<file path="src/rtl/vc_output_scheduler.sv">
// vc_output_scheduler
// Control sequencer for one router output link shared by NUM_REQ input
// channels. The even and odd virtual channels each own a round-robin
// arbiter and a one-entry output buffer FSM (IDLE -> GRANT -> FULL -> SEND).
// The block drives grant, buffer-load, mux-select and send controls for the
// output datapath, plus the link polarity (even VC sends on phase 0, odd VC
// on phase 1, so the two VCs never drive the link in the same cycle).
// Every output is a register; nothing flows combinationally from an input
// to an output.
//
// Optional feature: define VC_STALL_CNT_EN to add per-VC saturating stall
// counters (stall_cnt_even / stall_cnt_odd, CNT_W bits) that count cycles
// spent in FULL while ro is low and clear on the edge that enters SEND.
module vc_output_scheduler #(
    parameter int NUM_REQ   = 3,
    parameter int REQ_IDX_W = 2
`ifdef VC_STALL_CNT_EN
    ,
    parameter int CNT_W     = 16
`endif
) (
    input  logic                 clk,
    input  logic                 rst,
    input  logic                 ro,
    input  logic [NUM_REQ-1:0]   req_even,
    input  logic [NUM_REQ-1:0]   req_odd,
    output logic [NUM_REQ-1:0]   grant_even,
    output logic [NUM_REQ-1:0]   grant_odd,
    output logic                 load_even,
    output logic                 load_odd,
    output logic [REQ_IDX_W-1:0] sel_even,
    output logic [REQ_IDX_W-1:0] sel_odd,
    output logic                 send,
    output logic                 send_vc,
    output logic                 polarity
`ifdef VC_STALL_CNT_EN
    ,
    output logic [CNT_W-1:0]     stall_cnt_even,
    output logic [CNT_W-1:0]     stall_cnt_odd
`endif
);

    // Per-VC buffer FSM encoding.
    localparam logic [1:0] ST_IDLE  = 2'd0;
    localparam logic [1:0] ST_GRANT = 2'd1;
    localparam logic [1:0] ST_FULL  = 2'd2;
    localparam logic [1:0] ST_SEND  = 2'd3;

    // Index 0 is the even VC, index 1 the odd VC.
    logic [1:0][NUM_REQ-1:0]   req_vc;
    logic [1:0][NUM_REQ-1:0]   grant_vc;
    logic [1:0]                load_vc;
    logic [1:0][REQ_IDX_W-1:0] sel_vc;
    logic [1:0]                enter_send;
`ifdef VC_STALL_CNT_EN
    logic [1:0][CNT_W-1:0]     stall_vc;
`endif

    assign req_vc[0] = req_even;
    assign req_vc[1] = req_odd;

    genvar gi;
    generate
        for (gi = 0; gi < 2; gi++) begin : g_vc
            // Link phase on which this VC is allowed to leave FULL.
            localparam logic PHASE = (gi == 1);

            logic [1:0]           state_reg;
            logic [1:0]           state_next;
            logic [REQ_IDX_W-1:0] ptr_reg;
            logic [REQ_IDX_W-1:0] ptr_next;
            logic [REQ_IDX_W-1:0] winner;
            logic [REQ_IDX_W:0]   cand;
            logic [NUM_REQ-1:0]   grant_next;
            logic                 any_req;
            logic                 latch_winner;
            logic [NUM_REQ-1:0]   grant_reg;
            logic                 load_reg;
            logic [REQ_IDX_W-1:0] sel_reg;

            // Round-robin pick: scan upward from ptr (mod NUM_REQ). Walking the
            // offsets from high to low lets the lowest offset overwrite last,
            // so the first requester at or after ptr wins.
            always_comb begin
                winner = '0;
                cand   = '0;
                for (int k = NUM_REQ - 1; k >= 0; k--) begin
                    cand = {1'b0, ptr_reg} + (REQ_IDX_W + 1)'(k);
                    if (cand >= (REQ_IDX_W + 1)'(NUM_REQ)) begin
                        cand = cand - (REQ_IDX_W + 1)'(NUM_REQ);
                    end
                    if (req_vc[gi][cand[REQ_IDX_W-1:0]]) begin
                        winner = cand[REQ_IDX_W-1:0];
                    end
                end
            end

            // Pointer advances past the winner, wrapping at NUM_REQ.
            always_comb begin
                ptr_next = ptr_reg;
                if (winner == REQ_IDX_W'(NUM_REQ - 1)) begin
                    ptr_next = '0;
                end else begin
                    ptr_next = winner + 1'b1;
                end
            end

            assign any_req      = |req_vc[gi];
            // Requests are only looked at when the buffer is free or emptying.
            assign latch_winner = any_req &&
                                  ((state_reg == ST_IDLE) || (state_reg == ST_SEND));
            assign grant_next   = NUM_REQ'(1) << winner;

            // Buffer FSM next-state decode.
            always_comb begin
                state_next = state_reg;
                case (state_reg)
                    ST_IDLE:  if (any_req) state_next = ST_GRANT;
                    ST_GRANT: state_next = ST_FULL;
                    ST_FULL:  if (ro && (polarity == PHASE)) state_next = ST_SEND;
                    ST_SEND:  state_next = any_req ? ST_GRANT : ST_IDLE;
                    default:  state_next = ST_IDLE;
                endcase
            end

            // State, pointer and the registered GRANT-state outputs.
            always_ff @(posedge clk or negedge rst) begin
                if (!rst) begin
                    state_reg <= ST_IDLE;
                    ptr_reg   <= '0;
                    grant_reg <= '0;
                    load_reg  <= 1'b0;
                    sel_reg   <= '0;
                end else begin
                    state_reg <= state_next;
                    grant_reg <= latch_winner ? grant_next : '0;
                    load_reg  <= latch_winner;
                    if (latch_winner) begin
                        ptr_reg <= ptr_next;
                        sel_reg <= winner;
                    end
                end
            end

            assign grant_vc[gi]   = grant_reg;
            assign load_vc[gi]    = load_reg;
            assign sel_vc[gi]     = sel_reg;
            assign enter_send[gi] = (state_next == ST_SEND);

`ifdef VC_STALL_CNT_EN
            logic [CNT_W-1:0] stall_reg;

            // Saturating count of FULL cycles blocked by ro; cleared on SEND entry.
            always_ff @(posedge clk or negedge rst) begin
                if (!rst) begin
                    stall_reg <= '0;
                end else if (state_next == ST_SEND) begin
                    stall_reg <= '0;
                end else if ((state_reg == ST_FULL) && !ro && !(&stall_reg)) begin
                    stall_reg <= stall_reg + 1'b1;
                end
            end

            assign stall_vc[gi] = stall_reg;
`endif
        end
    endgenerate

    // Shared link controls: send/send_vc are decoded from the next VC states
    // so they are valid exactly while a VC sits in SEND; polarity free-runs.
    always_ff @(posedge clk or negedge rst) begin
        if (!rst) begin
            send     <= 1'b0;
            send_vc  <= 1'b0;
            polarity <= 1'b0;
        end else begin
            send     <= |enter_send;
            send_vc  <= enter_send[1];
            polarity <= ~polarity;
        end
    end

    assign grant_even = grant_vc[0];
    assign grant_odd  = grant_vc[1];
    assign load_even  = load_vc[0];
    assign load_odd   = load_vc[1];
    assign sel_even   = sel_vc[0];
    assign sel_odd    = sel_vc[1];
`ifdef VC_STALL_CNT_EN
    assign stall_cnt_even = stall_vc[0];
    assign stall_cnt_odd  = stall_vc[1];
`endif

endmodule

</file>
<file path="config.mk">
export PLATFORM = sky130hd
export DESIGN_NAME = vc_output_scheduler
export DESIGN_NICKNAME = d
export VERILOG_FILES = /design/src/rtl/vc_output_scheduler.sv
export SDC_FILE = /design/constraint.sdc
export NUM_CORES = 1
export LEC_CHECK = 0
export CAP_MARGIN = 20
export CORE_MARGIN = 2
export CORE_UTILIZATION = 49
export CTS_BUF_LIST = sky130_fd_sc_hd__clkbuf_8
export DETAILED_ROUTE_END_ITERATION = 10
export GPL_TIMING_DRIVEN = 1
export PLACE_DENSITY = 0.78
export SKIP_CTS_REPAIR_TIMING = 1
export SYNTH_ARGS = -nofsm -noshare
export SYNTH_HDL_FRONTEND = slang
export SYNTH_SLANG_ARGS = --single-unit
</file>
<file path="constraint.sdc">
create_clock -name clk -period 1.5 [get_ports clk]
set_input_delay 0.225 -clock clk [delete_from_list [all_inputs] [get_ports clk]]
set_output_delay 0.225 -clock clk [all_outputs]
set_load 0.05 [all_outputs]
</file>
* Word level (Yosys, flattened, before mapping)
Cells that the tools add are included.
** Storage, ports and cells
- Word-level logic and storage cells :: 97
- Bits of input ports :: 9
- Output and inout port bits :: 15
- Latch bits :: 0
- Memories kept :: 0
- Memory bits (writable) :: 0
- Memory bits (read-only) :: 0
- Bits in registers :: 23
** Cells by class
- $mul :: 0
- Shift-type cells :: 2
- $lt $le $gt $ge :: 12
- Div/mod/pow operators :: 0
- Reductions and logical operators :: 11
- Bitwise operators :: 1
- Multiplexer cells :: 36
- Eq/ne operators :: 10
- Add/sub/neg operators :: 12
** Operators by type and width (count)
- $mux 2 :: 18
- $lt 2x3->1 const B :: 6
- $eq 2x2->1 const B :: 8
- $pmux 2 s4 :: 2
- $bmux 1 s2 :: 6
- $ge 3x2->1 const B :: 4
- $sub 2x2->2 const B :: 6
- $mux 1 :: 8
- $add 2x1->3 const B :: 2
- $add 2x2->3 const B :: 2
- $mux 3 :: 2
- $reduce_or 3->1 :: 2
- $shl 1x2->3 const A :: 2
- $add 2x1->2 const B :: 2
- $eq 2x1->1 const B :: 2
- $ge 2x2->1 const B :: 2
- $logic_and 1x1->1 :: 4
- $logic_not 2->1 :: 2
- $logic_or 1x1->1 :: 2
- $reduce_or 2->1 :: 1
- $not 1->1 :: 1

* Depth between registers and ports, before layout
Gate-level depths: netlist of run 1.
- Depth after elaboration :: 10
- Depth in mapped cells :: 7
- Gate-level depth less buffers :: 6

* Worst setup path before layout of run 1
Ideal clock, no wire load.
- Path kind :: register -> register
- Start :: reg g_vc[1].ptr_reg[0]
- End :: reg g_vc[1].grant_reg[0], in the netlist grant_odd[0]
- Buffers on the path :: 0
- Cell stages (with the launch flop) :: 7
- Library setup time :: 120 ps
- Data required time :: 1380 ps
- Arrival :: 1482 ps
- Path slack :: -101 ps
- Period minus slack after synthesis :: 1601 ps
- Path through :: dfrtp_1 inv_1 ha_1 nor4bb_1 nand2_1 a31o_2 and3_1
** On the way
- Cells in the longest elaborated chain, start to end :: 10
- Elaborated cells between the ends (all ways) :: 22
- Those cells by class :: 5 x add/sub; 3 x order compare; 1 x shift; 13 x mux
** RTL lines
- start: declaration :: line 70 : logic [REQ_IDX_W-1:0] ptr_reg;
- start signal: assignment :: line 139 : ptr_reg <= ptr_next;
- $add 2x2->3 :: line 88 : cand = {1'b0, ptr_reg} + (REQ_IDX_W + 1)'(k);
- $ge 3x2->1 / $sub 2x2->2 (equally long branches) :: line 89, 90
- $mux 2 :: line 89 : if (cand >= (REQ_IDX_W + 1)'(NUM_REQ)) begin
- $bmux 1 s2 :: line 92 : if (req_vc[gi][cand[REQ_IDX_W-1:0]]) begin
- $mux 1 (implied by the code) :: line 92
- $mux 2 (2 in a row) :: line 92
- $mux 2 (*) :: line 92
- $shl 1x2->3 (*) :: line 112 : assign grant_next = NUM_REQ'(1) << winner;
- $mux 3 (*) :: line 136 : grant_reg <= latch_winner ? grant_next : '0;
- end signal: assignment :: line 136
- end: declaration :: line 77 : logic [NUM_REQ-1:0] grant_reg;
Mark *: on every way between the ends. The rest lies on a longest branch, timed or not. The select of a mux whose other input is x is not followed.
A chain may end at the register's enable or synchronous reset.

* Final worst setup path of run 1
Ends and elaborated chain as after synthesis.

==> impl_metrics.yaml, run 1 <==
timing:
  finalHoldViolations: 0
  min_period_ns: 1.64
  slew_headroom_pct: 79.9
  grt_setup_unrepaired: "yes"
  finClkSkew_ns: 0.00704
  fmaxAchievable_mhz: 609
  setup_viol: 13
  finalCritPeriodShare_pct: 109
  fin_tns_setup_ns: -1.10
  slew_viol_final: 0
  max_slew.worst_pin.slew_ns: 0.302
  worst_slack_ns: -0.141
logic_synthesis:
  synthMuxAreaShare_pct: 3.09
  yosysTopAreaCell: "dfrtp_1"
  syn_nets: 152
  yosys_warnings: 0
  synth-seq-area-share_pct: 43.0
  synthArstFlopShare_pct: 100
  synth_edf_count: 0
  synth_ff_type: "dfrtp_1"
  netlist_instances: 131
  synth_top_family_by_area: "simple AND/OR/NAND/NOR gates"
  synth-simple-area-share_pct: 19.1
  netlist_top_cells_area: "dfrtp_1 (43%), ha_1 (11%), inv_1 (4.2%)"
  yosysTopAreaCellShare_pct: 43.0
  syn_area_per_cell_um2: 10.2
  ys_ff_latch: 23
  synth_area_mm2: 0.00134
  synth_compound_area_share_pct: 17.3
  synthAdderAreaFrac_pct: 11.2
  synth_cell_types: 43
  synth-xor-area-share_pct: 0
clock_network:
  clkSlewWorstSetupHoldPaths_ns: 0.08
  cts_made_buffers: 3
  cts_tree: "yes"
  cts.sinks: 23
  insertion_delay_ns: 0.27
  cts_buffer_depth: 2
  clockRootBuffer: "clkbuf_8"
  htree_levels: 1
place:
  gp_congestion: 0.837
  place_area_mm2: 0.00174
  portBuffers: 23
  place_hpwl_um: 2200
global_routing:
  gr-total-overflow: 0
  antenna_found_initial: 0
  track_usage_pct: 19.4
  grt_pass1_wl_um: 4890
  first_global_vias: 1102
  grt_max_degree: 24
critical_path:
  reg2reg_slack_ns: -0.14
  startpoint_type: "flop"
  crit_type: "reg -> reg"
  end_kind: "flop"
  cp.arrival_ns: 1.80
  crit_fanout: 4
  rr_endpoint: "grant_odd[0]"
  r2r_start: "g_vc[1].ptr_reg[0]"
  startpoint: "g_vc[1].ptr_reg[0]"
  reg2reg_depth: 6
  worstPathRequired_ns: 1.66
die:
  coreArea_mm2: 0.00252
  die-area_mm2: 0.00316
  rows: 18
  ios: 24
  die_w_um: 56.2
  start_util_pct: 53.0
  die_h_um: 56.2
detailed_routing:
  drt-vias-per-instance: 5.46
  drc: 0
  wl_per_cell_um: 15.0
  wl_um: 3120
  drt_iter0_markers: 18
  first_pass_iters: 4
  drtAntennaViolNets: 0
  num_vias: 1135
cells_and_area:
  postLayoutCoreUtil_pct: 77.5
  design_area_mm2: 0.00195
  layout.nets: 200
  diodes: 0
  syn_to_final_growth_pct: 46.1
  drive_gt1_share_pct: 43.8
job:
  drv_cap: 0
run_status:
  violations: "setup timing"
  outcome: "complete, but fails checks"
hold_path:
  hp-class: "in -> async"
-- cell families after synthesis --
group,count (synthesis)
buffers and inverters,19
flip-flops,23
multiplexers,4
AO/OA/AOI/OAI,29
adder cells (fa/ha/maj),12
AND/OR/NAND/NOR,44
-- worst max-delay path: stages, from the launching register on --
cell and delay (ns):
dfrtp_1 0.43, inv_2 0.10, ha_4 0.21, nor4bb_2 0.29, nand2_1 0.09, a31o_2 0.25, and3_1 0.16
-- metal layers --
metal | GRT usage, % | vias to the layer above | wire (um)
li1 | - | 553 | -
met1 | 25.4 | 551 | 1380
met2 | 31.4 | 26 | 1590
met3 | 4.65 | 5 | 106
met4 | 6.46 | 0 | 38
met5 | 0 | - | 0
-- cells in the mapped netlist, types with 2 or more instances --
cell type  count
a21oi_1        2
a31o_2         2
a31oi_1        2
o22ai_1        4
ha_1          12
nor2_1         8
nor3_1         2
o21a_1         3
nor2b_2        2
o2111ai_1      2
and3_1         2
buf_4          3
o21ai_0        2
mux2i_1        3
dfrtp_1       23
nand3_1        5
inv_1         15
nand2_1        7
nor2b_1        7
a21oi_2        2
-- how the worst max path moves through the flow --
| stage | slack (ns) | end | depth (start not counted) |
|---|---|---|---|
| floorplan | -0.06 | g_vc[1].ptr_reg[0] | 7 |
| global placement | -0.15 | sel_even[1] | 5 |
| detailed placement | -0.19 | grant_odd[0] | 5 |
| CTS | -0.18 | grant_odd[0] | 6 |
| global route | -0.22 | g_vc[1].ptr_reg[0] | 6 |
| finish | -0.14 | grant_odd[0] | 6 |
-- cell usage in the layout (no fill, tap or decap), types with 3 or more instances in the layout --
cell type        netlist  layout
mux2i_1                3       3
nand3_1                5       3
ha_1                  12       6
clkdlybuf4s50_1        0       8
inv_2                  0       5
inv_1                 15      11
dfrtp_1               23      22
ha_4                   0       4
nor2b_1                7       6
o21a_1                 3       3
buf_4                  3      37
clkbuf_8               0       3
nand2_1                7       7
nor2_1                 8       7
-- per-stage QoR --
stage / cells / hold WS (ns) / worst slack [ns]
after floorplan: 131 / -0.0706 / -0.0646
after global placement: 199 / 0.483 / -0.147
after detailed placement: 199 / 0.493 / -0.194
after CTS: 203 / 0.337 / -0.180
after global routing: 208 / 0.363 / -0.219
final: 208 / 0.320 / -0.141
-- layout make-up --
class                   instances  area, um^2
repair buffers                 47         398
clock buffers                   3        41.3
multi-input cells              89         841
fillers                       170         568
clock inverters                 1        3.75
flip-flops and latches         23         577
inverters                      15        56.3
well taps                      30        37.5
Power of run 1 is not shown: default switching activity piles up to over one toggle a cycle in this logic, so the estimate is an artifact.
==> run 2, diff against run 1 <==
- SETUP_SLACK_MARGIN: default -> 0.1
==> impl_metrics.yaml, run 2 (synthesis results as in run 1) <==
global_routing:
  first_global_vias: 1168
  gr-total-overflow: 0
  track_usage_pct: 19.2
  antenna_found_initial: 0
  grt_pass1_wl_um: 4990
  grt_max_degree: 24
critical_path:
  r2r_start: "g_vc[1].ptr_reg[1]"
  rr_endpoint: "g_vc[1].ptr_reg[0]"
  worstPathRequired_ns: 1.65
  reg2reg_slack_ns: -0.14
  startpoint_type: "flop"
  cp.arrival_ns: 1.79
  reg2reg_depth: 6
  crit_type: "reg -> reg"
  crit_fanout: 4
  end_kind: "flop"
timing:
  max_slew.worst_pin.slew_ns: 0.354
  finalHoldViolations: 0
  worst_slack_ns: -0.142
  finalCritPeriodShare_pct: 109
  hold_ws_ns: 0.314
  min_period_ns: 1.64
  setup_viol: 12
  slew_headroom_pct: 76.4
  fmaxAchievable_mhz: 609
  grt_setup_unrepaired: "yes"
  finClkSkew_ns: 0.00158
  slew_viol_final: 0
clock_network:
  cts.sinks: 23
  cts_tree: "yes"
  cts_buffer_depth: 2
  clkSlewWorstSetupHoldPaths_ns: 0.08
  cts_made_buffers: 3
  insertion_delay_ns: 0.26
  clockRootBuffer: "clkbuf_8"
  htree_levels: 1
cells_and_area:
  multi_input_comb_area_um2: 851
  drive_gt1_share_pct: 43.8
  design_area_mm2: 0.00197
  regArea_um2: 578
  layout.nets: 200
  syn_to_final_growth_pct: 47.1
  fillCellCount: 156
  postLayoutCoreUtil_pct: 78.0
  diodes: 0
  mostFrequentLayoutCells: "buf_4 (37), dfrtp_1 (21), inv_1 (12)"
  layout_commonest_cell: "buf_4"
place:
  portBuffers: 23
  place_hpwl_um: 2140
  gp_congestion: 0.869
  place_area_mm2: 0.00178
run_status:
  outcome: "complete, but fails checks"
  violations: "setup timing"
die:
  die_h_um: 56.2
  rows: 18
  die_w_um: 56.2
  start_util_pct: 53.0
  ios: 24
  die-area_mm2: 0.00316
  coreArea_mm2: 0.00252
detailed_routing:
  num_vias: 1180
  top_layer: "met4"
  wl_met3_um: 121
  wl_per_cell_um: 15.5
  drtAntennaViolNets: 0
  drc: 0
  drt_iter0_markers: 39
  wl_um: 3230
  route.met2.wl_um: 1640
  drt-vias-per-instance: 5.67
  wl_met1_um: 1460
  first_pass_iters: 4
job:
  drv_cap: 0
hold_path:
  hp-class: "in -> async"
==> run 2: changes by cell type in the layout (fill, tap and decap cells not counted), sizes merged <==
cell,before,now
dlymetal6s2s,0,1
clkdlybuf4s50,8,7
==> run 2: worst max-delay path, cell delays in order (launching register included) <==
cell and delay (ns):
dfrtp_1 0.44, inv_2 0.10, ha_4 0.18, mux2i_1 0.22, o22ai_1 0.14, a31o_2 0.26, a32o_1 0.21
==> run 2: routing by layer <==
| metal | up-vias | GRT usage (%) |
|---|---|---|
| met5 | - | 0 |
| met2 | 33 | 33.3 |
| met1 | 584 | 24.9 |
| li1 | 561 | - |
| met4 | 0 | 5.10 |
| met3 | 2 | 2.56 |
==> run 2: worst max path at each step <==
stage,slack (ns),cells past startpoint,start,endpoint
after global routing,-0.19,6,g_vc[1].ptr_reg[1],g_vc[1].ptr_reg[0]
after detailed placement,-0.19,5,req_even[2],g_vc[0].ptr_reg[1]
after global placement,-0.13,5,req_even[2],sel_even[0]
final,-0.14,6,g_vc[1].ptr_reg[1],g_vc[1].ptr_reg[0]
after floorplan,-0.06,7,g_vc[1].ptr_reg[1],g_vc[1].ptr_reg[0]
after CTS,-0.15,6,g_vc[1].ptr_reg[0],grant_odd[0]
==> run 2: metrics by stage <==
step	TNS, ns	worst slack, ns	cells
2_1_floorplan	-0.162	-0.0644	131
6_report	-0.669	-0.142	208
3_3_place_gp	-1.18	-0.135	202
5_1_grt	-1.55	-0.190	208
3_5_place_dp	-1.71	-0.189	202
4_1_cts	-1.08	-0.153	206
==> run 2: cell type report <==
cell class | count | share of cell area [%]
clock buffer | 3 | 2.10
clock inverter | 1 | 0.191
inverter | 15 | 2.86
multi-input combinational | 89 | 43.2
sequential | 23 | 29.4
tap | 30 | 1.91
timing repair buffer | 47 | 20.3
Power of run 2 is left out for the same reason.
